[config.mk]
export PLATFORM = sky130hd
export DESIGN_NAME = serial_subtractor
export DESIGN_NICKNAME = d
export VERILOG_FILES = /design/src/rtl/serial_subtractor_pkg.sv /design/src/rtl/serial_subtractor_full_subtractor.sv /design/src/rtl/serial_subtractor.sv
export SDC_FILE = /design/constraint.sdc
export NUM_CORES = 1
export LEC_CHECK = 0
export CELL_PAD_IN_SITES_DETAIL_PLACEMENT = 0
export CELL_PAD_IN_SITES_GLOBAL_PLACEMENT = 1
export CORE_ASPECT_RATIO = 1.2
export CORE_MARGIN = 2
export CORE_UTILIZATION = 25
export DETAILED_ROUTE_END_ITERATION = 8
export GPL_TIMING_DRIVEN = 0
export PLACE_DENSITY = 0.53
export SLEW_MARGIN = 25
export SYNTH_ARGS = -nofsm -noshare
export SYNTH_HDL_FRONTEND = slang
export SYNTH_SLANG_ARGS = --single-unit
[constraint.sdc]
create_clock -name clk -period 3.2 [get_ports clk]
set_input_delay 0.32 -clock clk [delete_from_list [all_inputs] [get_ports clk]]
set_output_delay 0.32 -clock clk [all_outputs]
set_load 0.02 [all_outputs]
[src/rtl/serial_subtractor_pkg.sv]
// Shared constants for the bit-serial arithmetic blocks: FSM encoding and default operand width.
package serial_subtractor_pkg;

  localparam logic [1:0] IDLE = 2'd0;
  localparam logic [1:0] RUN  = 2'd1;
  localparam logic [1:0] DONE = 2'd2;

  localparam int DEFAULT_WIDTH = 4;

  typedef enum logic [1:0] {
    ST_IDLE = IDLE,
    ST_RUN  = RUN,
    ST_DONE = DONE
  } state_t;

endpackage

[src/rtl/serial_subtractor_full_subtractor.sv]
// Combinational 1-bit full-subtractor cell: d = x - y - b_in, with borrow out.
module full_subtractor (
  input  logic x_i,
  input  logic y_i,
  input  logic b_i,
  output logic d_o,
  output logic b_o
);

  assign d_o = x_i ^ y_i ^ b_i;
  assign b_o = (~x_i & y_i) | (~(x_i ^ y_i) & b_i);

endmodule

[src/rtl/serial_subtractor.sv]
// Bit-serial unsigned subtractor, LSB first; result valid WIDTH edges after accept.
// Holds the result in DONE until out_ready; operands are ignored outside IDLE.
module serial_subtractor
  import serial_subtractor_pkg::*;
#(
  parameter int WIDTH = DEFAULT_WIDTH
) (
  input  logic             clk,
  input  logic             rst,
  input  logic             in_valid,
  output logic             in_ready,
  input  logic [WIDTH-1:0] x,
  input  logic [WIDTH-1:0] y,
  input  logic             b_in,
  output logic             out_valid,
  input  logic             out_ready,
  output logic [WIDTH-1:0] d,
  output logic             b_out
);

  localparam int CW = $clog2(WIDTH) + 1;

  state_t           state_q, state_d;
  logic [WIDTH-1:0] x_q, x_d;
  logic [WIDTH-1:0] y_q, y_d;
  logic [WIDTH-1:0] d_q, d_d;
  logic [WIDTH-1:0] res_q, res_d;
  logic [CW-1:0]    cnt_q, cnt_d;
  logic             borrow_q, borrow_d;
  logic             bout_q, bout_d;
  logic             ovld_q, ovld_d;

  logic x_bit, y_bit, cell_d, cell_b;

  full_subtractor u_cell (
    .x_i (x_bit),
    .y_i (y_bit),
    .b_i (borrow_q),
    .d_o (cell_d),
    .b_o (cell_b)
  );

  always_comb begin
    state_d  = state_q;
    x_d      = x_q;
    y_d      = y_q;
    d_d      = d_q;
    res_d    = res_q;
    cnt_d    = cnt_q;
    borrow_d = borrow_q;
    bout_d   = bout_q;
    ovld_d   = ovld_q;
    x_bit    = 1'b0;
    y_bit    = 1'b0;

    // Mux-select the active bit by comparing the counter, so no index is wider than the vector.
    for (int i = 0; i < WIDTH; i++) begin
      if (cnt_q == CW'(i)) begin
        x_bit = x_q[i];
        y_bit = y_q[i];
      end
    end

    case (state_q)
      ST_IDLE: begin
        if (in_valid) begin
          x_d      = x;
          y_d      = y;
          borrow_d = b_in;
          cnt_d    = '0;
          d_d      = '0;
          state_d  = ST_RUN;
        end
      end
      ST_RUN: begin
        for (int i = 0; i < WIDTH; i++) begin
          if (cnt_q == CW'(i)) d_d[i] = cell_d;
        end
        borrow_d = cell_b;
        cnt_d    = cnt_q + CW'(1);
        if (cnt_q == CW'(WIDTH - 1)) begin
          res_d   = d_d;
          bout_d  = cell_b;
          ovld_d  = 1'b1;
          state_d = ST_DONE;
        end
      end
      ST_DONE: begin
        if (out_ready) begin
          ovld_d  = 1'b0;
          state_d = ST_IDLE;
        end
      end
      default: begin
        ovld_d  = 1'b0;
        state_d = ST_IDLE;
      end
    endcase
  end

  always_ff @(posedge clk or posedge rst) begin
    if (rst) begin
      state_q  <= ST_IDLE;
      x_q      <= '0;
      y_q      <= '0;
      d_q      <= '0;
      res_q    <= '0;
      cnt_q    <= '0;
      borrow_q <= 1'b0;
      bout_q   <= 1'b0;
      ovld_q   <= 1'b0;
    end else begin
      state_q  <= state_d;
      x_q      <= x_d;
      y_q      <= y_d;
      d_q      <= d_d;
      res_q    <= res_d;
      cnt_q    <= cnt_d;
      borrow_q <= borrow_d;
      bout_q   <= bout_d;
      ovld_q   <= ovld_d;
    end
  end

  // d/b_out come from a separate result register so they keep the last result during the next RUN.
  assign in_ready  = ~rst & (state_q == ST_IDLE);
  assign out_valid = ovld_q;
  assign d         = res_q;
  assign b_out     = bout_q;

endmodule

## Yosys cells after proc, flatten, opt, wreduce, memory -nomap -nowiden

Index checks and enable logic that the tools add are counted.

| storage, ports and cells | value |
|---|---|
| register bits | 24 |
| latch bits | 0 |
| RAM bits | 0 |
| bits of input ports | 13 |
| bits in read-only memories | 0 |
| memories | 0 |
| output and inout port bits | 7 |

| cells by class | value |
|---|---|
| reductions and logical operators | 8 |
| bitwise logic cells | 10 |
| order comparisons | 0 |
| equal/unequal tests | 8 |
| multiplexer cells | 25 |
| $mul | 0 |
| $add $sub $neg | 1 |
| shift-type cells | 0 |
| divide/modulo/power cells | 0 |

Operators by type and width:

| kind | number |
|---|---|
| two-way mux 1 bit | 15 |
| case mux 4 bit (2 select lines) | 1 |
| equality test 3 x 2 -> 1 bit (second input constant) | 2 |
| two-way mux 2 bit | 3 |
| inequality test 2 bit (second input constant) | 3 |
| case mux 2 bit (3 select lines) | 1 |
| case mux 3 bit (2 select lines) | 1 |
| AND reduction 2 bit | 3 |
| AND reduction 3 bit | 2 |
| two-way mux 4 bit | 1 |
| inverter 1 bit | 4 |
| adder 3 x 1 -> 3 bit (second input constant) | 1 |
| AND 1 bit | 3 |
| equality test 3 x 1 -> 1 bit (second input constant) | 1 |
| zero test 3 bit | 1 |
| two-way mux 3 bit | 1 |
| case mux 1 bit (3 select lines) | 1 |
| equality test 2 x 1 -> 1 bit (second input constant) | 1 |
| equality test 2 bit (second input constant) | 1 |
| zero test 2 bit | 1 |
| case mux 1 bit (2 select lines) | 1 |
| nonzero test 2 bit | 1 |
| bitwise XOR 1 bit | 2 |
| OR 1 bit | 1 |

## Logic depth before layout (Yosys ltp)

| logic depth | value |
|---|---|
| word-level depth | 10 |
| mapped depth | 9 |

## Modules after synthesis

A second synthesis with hierarchy kept.

| unflattened totals | value |
|---|---|
| cell total of the unflattened synthesis | 105 |
| area total of the unflattened synthesis | 1192.4 um^2 |

Modules (own cells, without submodules):

| module | instances | area each (um^2) | seq. area each (um^2) | cells each |
|---|---|---|---|---|
| serial_subtractor | 1 | 1161.1 | 575.6 | 101 |
| full_subtractor | 1 | 31.3 | 0.0 | 4 |

## Least setup slack after synthesis

OpenSTA, ideal clock, no wires.

| timing path | value |
|---|---|
| path type | register -> register |
| from | reg cnt_q[0] |
| to | reg d_q[0] |
| arrival time | 2196 ps |
| slack | 939 ps |
| cell stages (with the launch flop) | 10 |
| library setup time | 65 ps |
| required time | 3135 ps |
| path through | dfrtp_1 -> inv_1 -> ha_1 -> a21oi_1 -> o21ai_0 -> a32o_1 -> fa_1 -> nor3b_1 -> a22o_1 -> a22o_1 |

| between the ends | value |
|---|---|
| word-level cells in the longest chain between the ends | 9 |
| elaborated cells between the ends (all ways) | 16 |
| those cells by class | 3 x eq/ne; 10 x mux; 2 x bitwise; 1 x reduce/logical |

RTL lines:

| what | RTL line | RTL |
|---|---|---|
| start: declaration | serial_subtractor.sv:28 | `logic [CW-1:0] cnt_q, cnt_d;` |
| start signal: assignment | serial_subtractor.sv:118 | `cnt_q <= cnt_d;` |
| zero test 3 bit | serial_subtractor.sv:58, serial_subtractor.sv:77 |  |
| two-way mux 1 bit (4 in series) | serial_subtractor.sv:58 | `if (cnt_q == CW'(i)) begin` |
| bitwise XOR 1 bit (2 in series) | serial_subtractor_full_subtractor.sv:10 | `assign d_o = x_i ^ y_i ^ b_i;` |
| two-way mux 1 bit (*) | serial_subtractor.sv:77 | `if (cnt_q == CW'(i)) d_d[i] = cell_d;` |
| case mux 4 bit (2 select lines) (*) | serial_subtractor.sv:64 | `case (state_q)` |
| end signal: assignment | serial_subtractor.sv:106 | `d_q <= '0;` |
| end signal: assignment | serial_subtractor.sv:116 | `d_q <= d_d;` |
| end: declaration | serial_subtractor.sv:26 | `logic [WIDTH-1:0] d_q, d_d;` |

Every way passes the cells marked *; elsewhere a longest branch is shown, timed or not.
A chain may end at the register's enable or synchronous reset.

## Worst setup path after layout

| timing path | value |
|---|---|
| from | reg cnt_q[0] |
| to | reg d_q[1] |

| between the ends | value |
|---|---|
| word-level cells in the longest chain between the ends | 9 |
| elaborated cells between the ends (all ways) | 16 |
| those cells by class | 3 x eq/ne; 10 x mux; 2 x bitwise; 1 x reduce/logical |

RTL lines:

| what | RTL line |
|---|---|
| zero test 3 bit | serial_subtractor.sv:58 |
| two-way mux 1 bit (4 in series) | serial_subtractor.sv:58 |
| bitwise XOR 1 bit (2 in series) | serial_subtractor_full_subtractor.sv:10 |
| two-way mux 1 bit (*) | serial_subtractor.sv:77 |
| case mux 4 bit (2 select lines) (*) | serial_subtractor.sv:64 |

Marks and branches as above.

==> out/summary.log <==
INFO  run_status     outcome=finished clean
INFO  setup_path     rr_worst_depth=9
INFO  run            max-cap-violations=0
INFO  drt            route.vias.total=833
INFO  global_route   first_global_vias=888
INFO  synthesis      synth_fa_ha_area_frac=0.0717
INFO  finish         multiInputGateArea=528squm
INFO  timing         timing.final.ws_setup=0.590ns
INFO  finish         areaGrowthSynthToFinish=26.8%
INFO  global_route   grt_usage=0.107
INFO  clocking       post_cts_hold_buffer_count=0
INFO  finish         layout.cell_area.non_filler=1460squm
INFO  timing         clock.fmax=383MHz
INFO  timing         period_share=0.816
INFO  drt            initialDrtViolationCount=38
INFO  timing         timing.slew.headroom=0.400
INFO  synthesis      synth-compound-area-share=0.168
INFO  setup_path     worst-endpoint-required=3.41ns
INFO  clocking       cts_max_level=1
INFO  synthesis      netlist_instances=106
INFO  synthesis      synth.top_cells.by_area=sky130_fd_sc_hd__dfrtp_1, sky130_fd_sc_hd__mux2_2, sky130_fd_sc_hd__ha_1, sky130_fd_sc_hd__o21ai_0, sky130_fd_sc_hd__a22o_1
INFO  floorplan      coreArea=4530squm
INFO  synthesis      synth.yosys.seq_area_share=0.499
INFO  min_path       min_delay_worst_endpoint=d[0]
INFO  finish         antenna_cells_inserted=0
INFO  power          cellPowerDensity=1010nW/um^2
INFO  floorplan      die_height=78.4microns
INFO  global_route   antenna_found_initial=0
INFO  setup_path     critical_path_peak_fanout=7
INFO  synthesis      synth.area.mux_share=0.0869
INFO  setup_path     timing.reg2reg.setup_slack=0.59ns
INFO  placement      placedCellCount=183
INFO  power          power_leakage=0.629nW
INFO  drt            remaining_drc_errors=0
INFO  timing         final.setup.tns=0ns
INFO  clocking       worst_skew_pair.late_latency=0.27ns
INFO  drt            drtPass1Iterations=4
INFO  setup_path     start_kind=flop
INFO  finish         finish.cell_count_without_fillers=187
INFO  clocking       number_of_buffers_added_for_setup_after_cts=0
INFO  synthesis      synthDistinctLibCells=24
INFO  synthesis      netlist.area_leader.share=0.499
INFO  drt            route.detailed.vias_per_inst=4.45
INFO  placement      preCtsSetupSlack=0.596ns
INFO  finish         fillCellCount=486
INFO  timing         rsz0062_at_grt=no
INFO  floorplan      floorplan.rows=27
INFO  synthesis      yosysWarningCount=0
INFO  synthesis      synthDominantAreaCellType=sky130_fd_sc_hd__dfrtp_1
INFO  setup_path     arrival=2.82ns
INFO  finish         seqCellArea=576squm
INFO  clocking       cts_resized=0
INFO  placement      detailedPlacementHpwl=1.79mm
INFO  synthesis      synthesis.area_per_instance=10.9squm
INFO  power          worst_ir_drop_vdd=0.000352V
INFO  synthesis      synth_seq_cells=23
INFO  global_route   pin_count_of_the_biggest_net_entering_global_routing=24
INFO  global_route   global_route_wire_length_before_repair=4.21mm
INFO  synthesis      post_synth_xor_xnor_area=0
INFO  synthesis      post_synth_instance_area=1150squm
INFO  timing         timing_hold_violations_final=0
INFO  finish         end_of_flow_core_utilization=0.323
INFO  clocking       tritoncts_clock_tree=done
INFO  placement      gp_congestion=0.714
INFO  timing         setup-violations-final=0
INFO  clocking       cts_num_sinks=23
INFO  drt            ant_nets=0
INFO  finish         drive_gt1_frac=0.124
INFO  placement      placed_cell_area=1420squm
INFO  drt            post_detailed_routing_wire_length=2.38mm
INFO  placement      placement.io_buffers=19
INFO  drt            wl_per_instance=12.7microns
INFO  timing         layout_min_cycle_time=2.61ns
INFO  min_path       hold-path-cell-count=2
INFO  synthesis      synth_top_family_by_area=compound AO/OA/AOI/OAI gates
INFO  synthesis      syn-num-nets=125
INFO  clocking       cts.clk_slew.worst_paths=0.08ns
INFO  min_path       worst_hold_startpoint=d[0]
INFO  setup_path     critPathKind=reg -> reg
INFO  setup_path     rr_endpoint=d_q[1]
INFO  finish         commonest_non_fill_non_tap_cell_in_the_layout=sky130_fd_sc_hd__dfrtp_1
INFO  floorplan      boundary_pins=20
INFO  setup_path     r2r-start=cnt_q[0]
INFO  clocking       tritoncts.num_buffers=3
INFO  global_route   globalRouteOverflowTotal=0
INFO  synthesis      synth_simple_gate_area_share=0.131
INFO  finish         final_cell_mix=sky130_fd_sc_hd__dfrtp_1, sky130_fd_sc_hd__clkdlybuf4s50_1, sky130_fd_sc_hd__o21ai_0
INFO  floorplan      floorplan.initialDensity=0.255
INFO  floorplan      floorplan.die_area=5170squm
INFO  clocking       cts_root_buffer=sky130_fd_sc_hd__clkbuf_8
INFO  timing         finClkSkew=0.00391ns
INFO  timing         timing_worst_slew_pin_value=0.899ns
INFO  finish         nets=149
INFO  floorplan      die_x=66.0microns
INFO  timing         slew_viol_final=0
INFO  clocking       cts_buffer_depth=2
INFO  min_path       class_of_the_tightest_hold_or_removal_check=reg -> reg
INFO  setup_path     worst_setup_path_end_kind=flop
## state kept, by name, indices dropped and copies added (netlist names)
| register | count |
|---|---|
| y_q | 4 |
| d | 4 |
| borrow_q | 1 |
| d_q | 3 |
| state_q | 2 |
| b_out | 1 |
| cnt_q | 3 |
| x_q | 4 |
| out_valid | 1 |
## Yosys cell counts
cell and n:
sky130_fd_sc_hd__dfrtp_1 23, sky130_fd_sc_hd__o21ai_0 11, sky130_fd_sc_hd__nand2_1 10, sky130_fd_sc_hd__inv_1 9, sky130_fd_sc_hd__mux2_2 8, sky130_fd_sc_hd__nand2b_1 8
sky130_fd_sc_hd__a22o_1 6, sky130_fd_sc_hd__ha_1 5, sky130_fd_sc_hd__a21oi_1 4, sky130_fd_sc_hd__a22oi_1 3, sky130_fd_sc_hd__buf_2 3, sky130_fd_sc_hd__nor2_1 3
sky130_fd_sc_hd__nand3b_1 2, sky130_fd_sc_hd__a211o_1 1, sky130_fd_sc_hd__a32o_1 1, sky130_fd_sc_hd__a32oi_1 1, sky130_fd_sc_hd__fa_1 1, sky130_fd_sc_hd__mux2i_1 1
sky130_fd_sc_hd__nor2b_1 1, sky130_fd_sc_hd__nor3_1 1, sky130_fd_sc_hd__nor3b_1 1, sky130_fd_sc_hd__nor3b_4 1, sky130_fd_sc_hd__o21bai_1 1, sky130_fd_sc_hd__o32ai_1 1
## cell type report
cell class / count / area share
Sequential cell: 23 / 0.394
Clock buffer: 3 / 0.0283
Inverter: 9 / 0.0231
Clock inverter: 1 / 0.00342
Buffer: 3 / 0.0103
Multi-Input combinational cell: 71 / 0.361
Timing Repair Buffer: 19 / 0.130
Tap cell: 58 / 0.0497
## power breakdown
group	total (mW)	switching [mW]	internal, mW
Sequential	0.521	0.0954	0.425
Clock	0.184	0.0970	0.0871
Combinational	0.778	0.396	0.381
## worst max-delay path by stage
stage,start,endpoint,slack [ns],cells after the start
4_1_cts,cnt_q[0],d_q[0],0.58,9
6_report,cnt_q[0],d_q[1],0.59,9
3_5_place_dp,cnt_q[0],d_q[0],0.60,9
3_3_place_gp,cnt_q[0],d_q[1],0.65,9
5_1_grt,cnt_q[0],d_q[0],0.40,9
2_1_floorplan,cnt_q[0],d_q[0],0.94,9
## metal layers
layer  GRT usage  routed length [microns]  up-vias  part of all wire
met4      0.0551                       49        0             0.021
met3      0.0172                       64        4             0.027
met1       0.140                     1120      399              0.47
met2       0.169                     1140       15              0.48
li1            -                        -      415                 -
met5           0                        0        -                 0
## critical path, stage by stage, from the launching register on
cell and delay (ns):
sky130_fd_sc_hd__dfrtp_1 0.42, sky130_fd_sc_hd__inv_1 0.08, sky130_fd_sc_hd__ha_1 0.31, sky130_fd_sc_hd__a21oi_1 0.14, sky130_fd_sc_hd__o21ai_0 0.10, sky130_fd_sc_hd__a32o_1 0.25, sky130_fd_sc_hd__fa_1 0.54, sky130_fd_sc_hd__nor3b_1 0.40
sky130_fd_sc_hd__a22o_1 0.20, sky130_fd_sc_hd__a22o_1 0.12
## cell families (layout without fill, tap and decap cells)
logic type | after synthesis | in the layout
and+or+nand+nor | 27 | 27
buffers and inverters | 12 | 35
muxes | 9 | 9
AOI/OAI and AO/OA | 29 | 29
DFF | 23 | 23
adders and majority gates | 6 | 6
## through the flow
step	power, mW	hold slack, ns
5_1_grt	1.63	0.509
2_1_floorplan	1.08	0.322
6_report	1.48	0.483
3_3_place_gp	1.31	0.462
3_5_place_dp	1.32	0.475
4_1_cts	1.51	0.495
(Power assumes the default switching activity.)
==> edit 1: new RTL, same flow settings <==
Take the reset off `res_q` and load it in a clocked block of its own.
--- a/src/rtl/serial_subtractor.sv
+++ b/src/rtl/serial_subtractor.sv
@@ -105,5 +105,4 @@
       y_q      <= '0;
       d_q      <= '0;
-      res_q    <= '0;
       cnt_q    <= '0;
       borrow_q <= 1'b0;
@@ -115,5 +114,4 @@
       y_q      <= y_d;
       d_q      <= d_d;
-      res_q    <= res_d;
       cnt_q    <= cnt_d;
       borrow_q <= borrow_d;
@@ -121,4 +119,8 @@
       ovld_q   <= ovld_d;
     end
+  end
+
+  always_ff @(posedge clk) begin
+    res_q <= res_d;
   end
 
Behaviour: differs if rst is asserted again (counterexample within 10 cycles, from zero or initial values and one cycle with rst high); with rst held inactive, the same outputs for 10 cycles.
==> edit 1 against the unedited design <==
Synthesized cell count shrank 5.7%; wire length decreased by 1.1%; synthesized area rose by 4.0%; sequential cell count increased by 1; critical path depth is 2 lower; cell area up 4.9%; sequential share of layout area up 1.1 points; power up 4.0%; worst setup slack improved by 0.099 ns.
==> edit 1: results (changes against the unedited design) <==
- Longest Clk Path Bufs: 2 (unchanged)
- Clock root cell: clkbuf_8 (unchanged)
- Clock Skew: 0.00258 ns (was 0.00391 ns)
- Async set-reset flop share out of synthesis: 83.3% (was 100%)
- HPWL after DPL: 1730 µm (was 1790 µm)
- WL/cell: 13.0 µm (was 12.7 µm)
- R2r endpoint: d_q[3]$_DFFE_PP0P_ (was d_q[1]$_DFFE_PP0P_)
- Final #Nets: 143 (was 149)
- Port bufs: 19 (unchanged)
- Antenna violations before repair: 0 (unchanged)
- Worst min path class: flop to flop (unchanged)
- Area of the multi-input gates: 513 µm² (was 528 µm²)
- Status: finished, final reports clean (unchanged)
- Worst vdd ir: 0.000307 V (was 0.000352 V)
- GRT Overall Usage: 9.68% (was 10.7%)
- CP arrival: 2.67 ns (was 2.82 ns)
- Post-synth EDFFs: 4 (was 0)
- Synth top area cells: dfrtp_1 (42%), edfxtp_1 (10%), mux2_1 (6.6%), mux2_2 (6.6%), ha_1 (5.2%) (was dfrtp_1 (50%), mux2_2 (7.8%), ha_1 (5.4%), o21ai_0 (4.8%), a22o_1 (4.6%))
- Filler Cells Inserted: 487 (was 486)
- Share of cells above drive strength 1: 14.6% (was 12.4%)
- Num CTS Buffers: 3 (unchanged)
- Max-slew headroom: 46.4% (was 40.0%)
- Distinct cell type count after synthesis: 26 (was 24)
- Worst reg2reg path depth: 7 (was 9)
- Leakage power total: 0.649 nW (was 0.629 nW)
- First-pass GRT wire length: 3810 µm (was 4210 µm)
- GP Congestion: 0.676 (was 0.714)
- Number of global-route vias before repair: 820 (was 888)
- Seq/Total Area, Yosys: 51.8% (was 49.9%)
- Min-Delay Endpoint: x_q[2]$_DFFE_PP0P_ (was d[0]$_DFFE_PP0P_)
- Cells on Worst Hold Path: 1 (was 2)
- Hold Crit Start: x_q[2]$_DFFE_PP0P_ (was d[0]$_DFFE_PP0P_)
- DR iter-0 viols: 8 (was 38)
- Top post-synthesis cells by count: dfrtp_1 (20), nand2_1 (10), inv_1 (7), mux2_1 (7), mux2_2 (7) (was dfrtp_1 (23), o21ai_0 (11), nand2_1 (10))
- Worst slack, placed: 0.688 ns (was 0.596 ns)
- Via count: 799 (was 833)
- Pin count of the biggest net entering global routing: 21 (was 24)
- Skew-Pair Late Insertion Delay: 0.27 ns (about the same)
- Max FO, Critical Path: 7 (unchanged)
- Mapped Nets: 119 (was 125)
==> edit 1: logic make-up (layout without fill, tap and decap cells) <==
| logic type | after synthesis | after routing | share of synthesized area, % |
|---|---|---|---|
| flip-flops | 24 | 24 | 51.8 |
| multiplexers | 14 | 14 | 13.2 |
| buffers and inverters | 11 | 34 | 5.43 |
| adder cells (fa/ha/maj) | 6 | 6 | 6.89 |
| AO/OA/AOI/OAI | 19 | 19 | 10.3 |
| AND/OR/NAND/NOR | 26 | 26 | 12.4 |
==> edit 1: worst max path at each step <==
stage                         start                 end  slack, ns  depth (start not counted)
6_report       cnt_q[0]$_DFFE_PP0P_  d_q[3]$_DFFE_PP0P_       0.69                          7
5_1_grt        cnt_q[0]$_DFFE_PP0P_  d_q[1]$_DFFE_PP0P_       0.53                          7
4_1_cts        cnt_q[0]$_DFFE_PP0P_  d_q[1]$_DFFE_PP0P_       0.66                          7
3_5_place_dp   cnt_q[0]$_DFFE_PP0P_  d_q[1]$_DFFE_PP0P_       0.69                          7
3_3_place_gp   cnt_q[0]$_DFFE_PP0P_  d_q[0]$_DFFE_PP0P_       0.68                          7
2_1_floorplan  cnt_q[0]$_DFFE_PP0P_  d_q[0]$_DFFE_PP0P_       0.94                          7
==> edit 1: final cells by class <==
class	count	area share [%]
Timing Repair Buffer	19	12.4
Clock buffer	3	2.69
Inverter	7	1.71
Sequential cell	24	40.5
Tap cell	58	4.73
Clock inverter	1	1.96
Multi-Input combinational cell	65	33.5
Buffer	4	2.53
==> edit 1: metrics by stage <==
stage	instances	hold WS, ns	utilization (%)	power (mW)	cell area (µm²)
2_1_floorplan	100	0.284	-	1.08	1200
3_3_place_gp	177	0.461	31.8	1.28	1460
3_5_place_dp	177	0.470	31.8	1.30	1460
4_1_cts	181	0.490	33.4	1.57	1530
5_1_grt	181	0.509	33.4	1.67	1530
6_report	181	0.486	33.4	1.54	1530
==> edit 1: routing by layer <==
metal | global-route usage (%) | wire length, µm
met4 | 5.51 | 35
met2 | 16.9 | 1230
met1 | 10.8 | 1010
met3 | 1.69 | 76
met5 | 0 | 0
==> edit 1: worst max-delay path, stage by stage (launching register included) <==
cell,delay [ns]
dfrtp_1,0.42
ha_1,0.17
ha_1,0.33
nor2_1,0.10
a32o_1,0.29
fa_1,0.53
mux2_2,0.30
mux2_2,0.26
==> edit 1: power breakdown <==
group	internal, mW	leakage (nW)	switching (mW)
logic	0.373	0.334	0.370
registers	0.459	0.279	0.0722
clock network	0.167	0.0357	0.100
total	0.999	0.649	0.543
==> edit 2: new RTL, config.mk and constraints unchanged <==
Made on the original files. Set the package constant `DEFAULT_WIDTH` to 2 (it was 4).
--- a/src/rtl/serial_subtractor_pkg.sv
+++ b/src/rtl/serial_subtractor_pkg.sv
@@ -6,5 +6,5 @@
   localparam logic [1:0] DONE = 2'd2;
 
-  localparam int DEFAULT_WIDTH = 4;
+  localparam int DEFAULT_WIDTH = 2;
 
   typedef enum logic [1:0] {
Interface: changed (resized d, x and y); port bits go from 20 to 14. The function was not compared with the original's and may differ.
==> edit 2 against the unedited design <==
Cell area shrank 35%; worst setup slack gained 0.55 ns; wire length shrank 45%; first-iteration DRC count shrank 63%; synthesized area shrank 36%; synthesized cell count shrank 37%; power shrank 34%; sequential cell count shrank 9.
==> edit 2: results (changes against the unedited design) <==
- Mean Syn Cell Area: 11.0 µm² (was 10.9 µm²)
- Slowest stage delay, CP: 0.63 ns (was 0.54 ns)
- Slowest CP cell: clkdlybuf4s50_1 (was fa_1)
- Reg2reg start: cnt_q[1]$_DFFE_PP0P_ (was cnt_q[0]$_DFFE_PP0P_)
- Number of global-route vias before repair: 526 (was 888)
- Worst reg2reg path depth: 8 (was 9)
- Post-Synth Adder-Cell Area: 6.11% (was 7.17%)
- Worst slew pin tran: 0.556 ns (was 0.899 ns)
- WL/cell: 11.0 µm (was 12.7 µm)
- Vias/cell: 4.24 (was 4.45)
- HPWL after DPL: 998 µm (was 1790 µm)
- Top post-synthesis cells by count: dfrtp_1 (14), nand2_1 (9), inv_1 (8) (was dfrtp_1 (23), o21ai_0 (11), nand2_1 (10))
- GRT Overall Usage: 8.90% (was 10.7%)
- Clock Skew: 0.00148 ns (was 0.00391 ns)
- Port bufs: 13 (was 19)
- CP top delay family: buffers and inverters (was adder cells)
- Clock Power Share: 12.9% (was 12.4%)
- First-pass GRT wire length: 2240 µm (was 4210 µm)
- Die X: 53.6 µm (was 66.0 µm)
- Distinct cell type count after synthesis: 22 (was 24)
- Synth Area in Compound Gates: 15.4% (was 16.8%)
- Worst min path class: input port to async pin (was flop to flop)
- Max FO, Critical Path: 10 (was 7)
- Post-synthesis mux area share: 6.11% (was 8.69%)
- Status: finished, final reports clean (unchanged)
- CP arrival: 1.74 ns (was 2.82 ns)
- Comb group: 0.528 mW (was 0.778 mW)
==> edit 2: metrics by stage <==
step	setup slack, ns	hold WS [ns]	utilization [%]	total power, mW
after detailed placement	1.19	0.472	32.4	0.863
final	1.14	0.412	33.6	0.976
after global routing	1.02	0.474	33.6	1.06
after global placement	1.18	0.467	32.4	0.863
after CTS	1.11	0.422	33.6	0.994
after floorplan	1.35	0.209	-	0.712
==> edit 2: layer usage <==
metal	up-vias	share of wire [%]	global-route usage, %
li1	261	-	-
met1	231	46	12.2
met2	8	50	13.6
met3	0	4.1	1.42
met4	0	0	3.85
met5	-	0	0
==> edit 2: cell type report <==
| type | count | area (µm²) |
|---|---|---|
| plain buffers | 2 | 22.5 |
| flip-flops and latches | 14 | 350 |
| clock buffers | 4 | 36.3 |
| multi-input cells | 43 | 334 |
| repair buffers | 13 | 130 |
| well taps | 34 | 42.5 |
| fillers | 288 | 1870 |
| inverters | 8 | 30.0 |
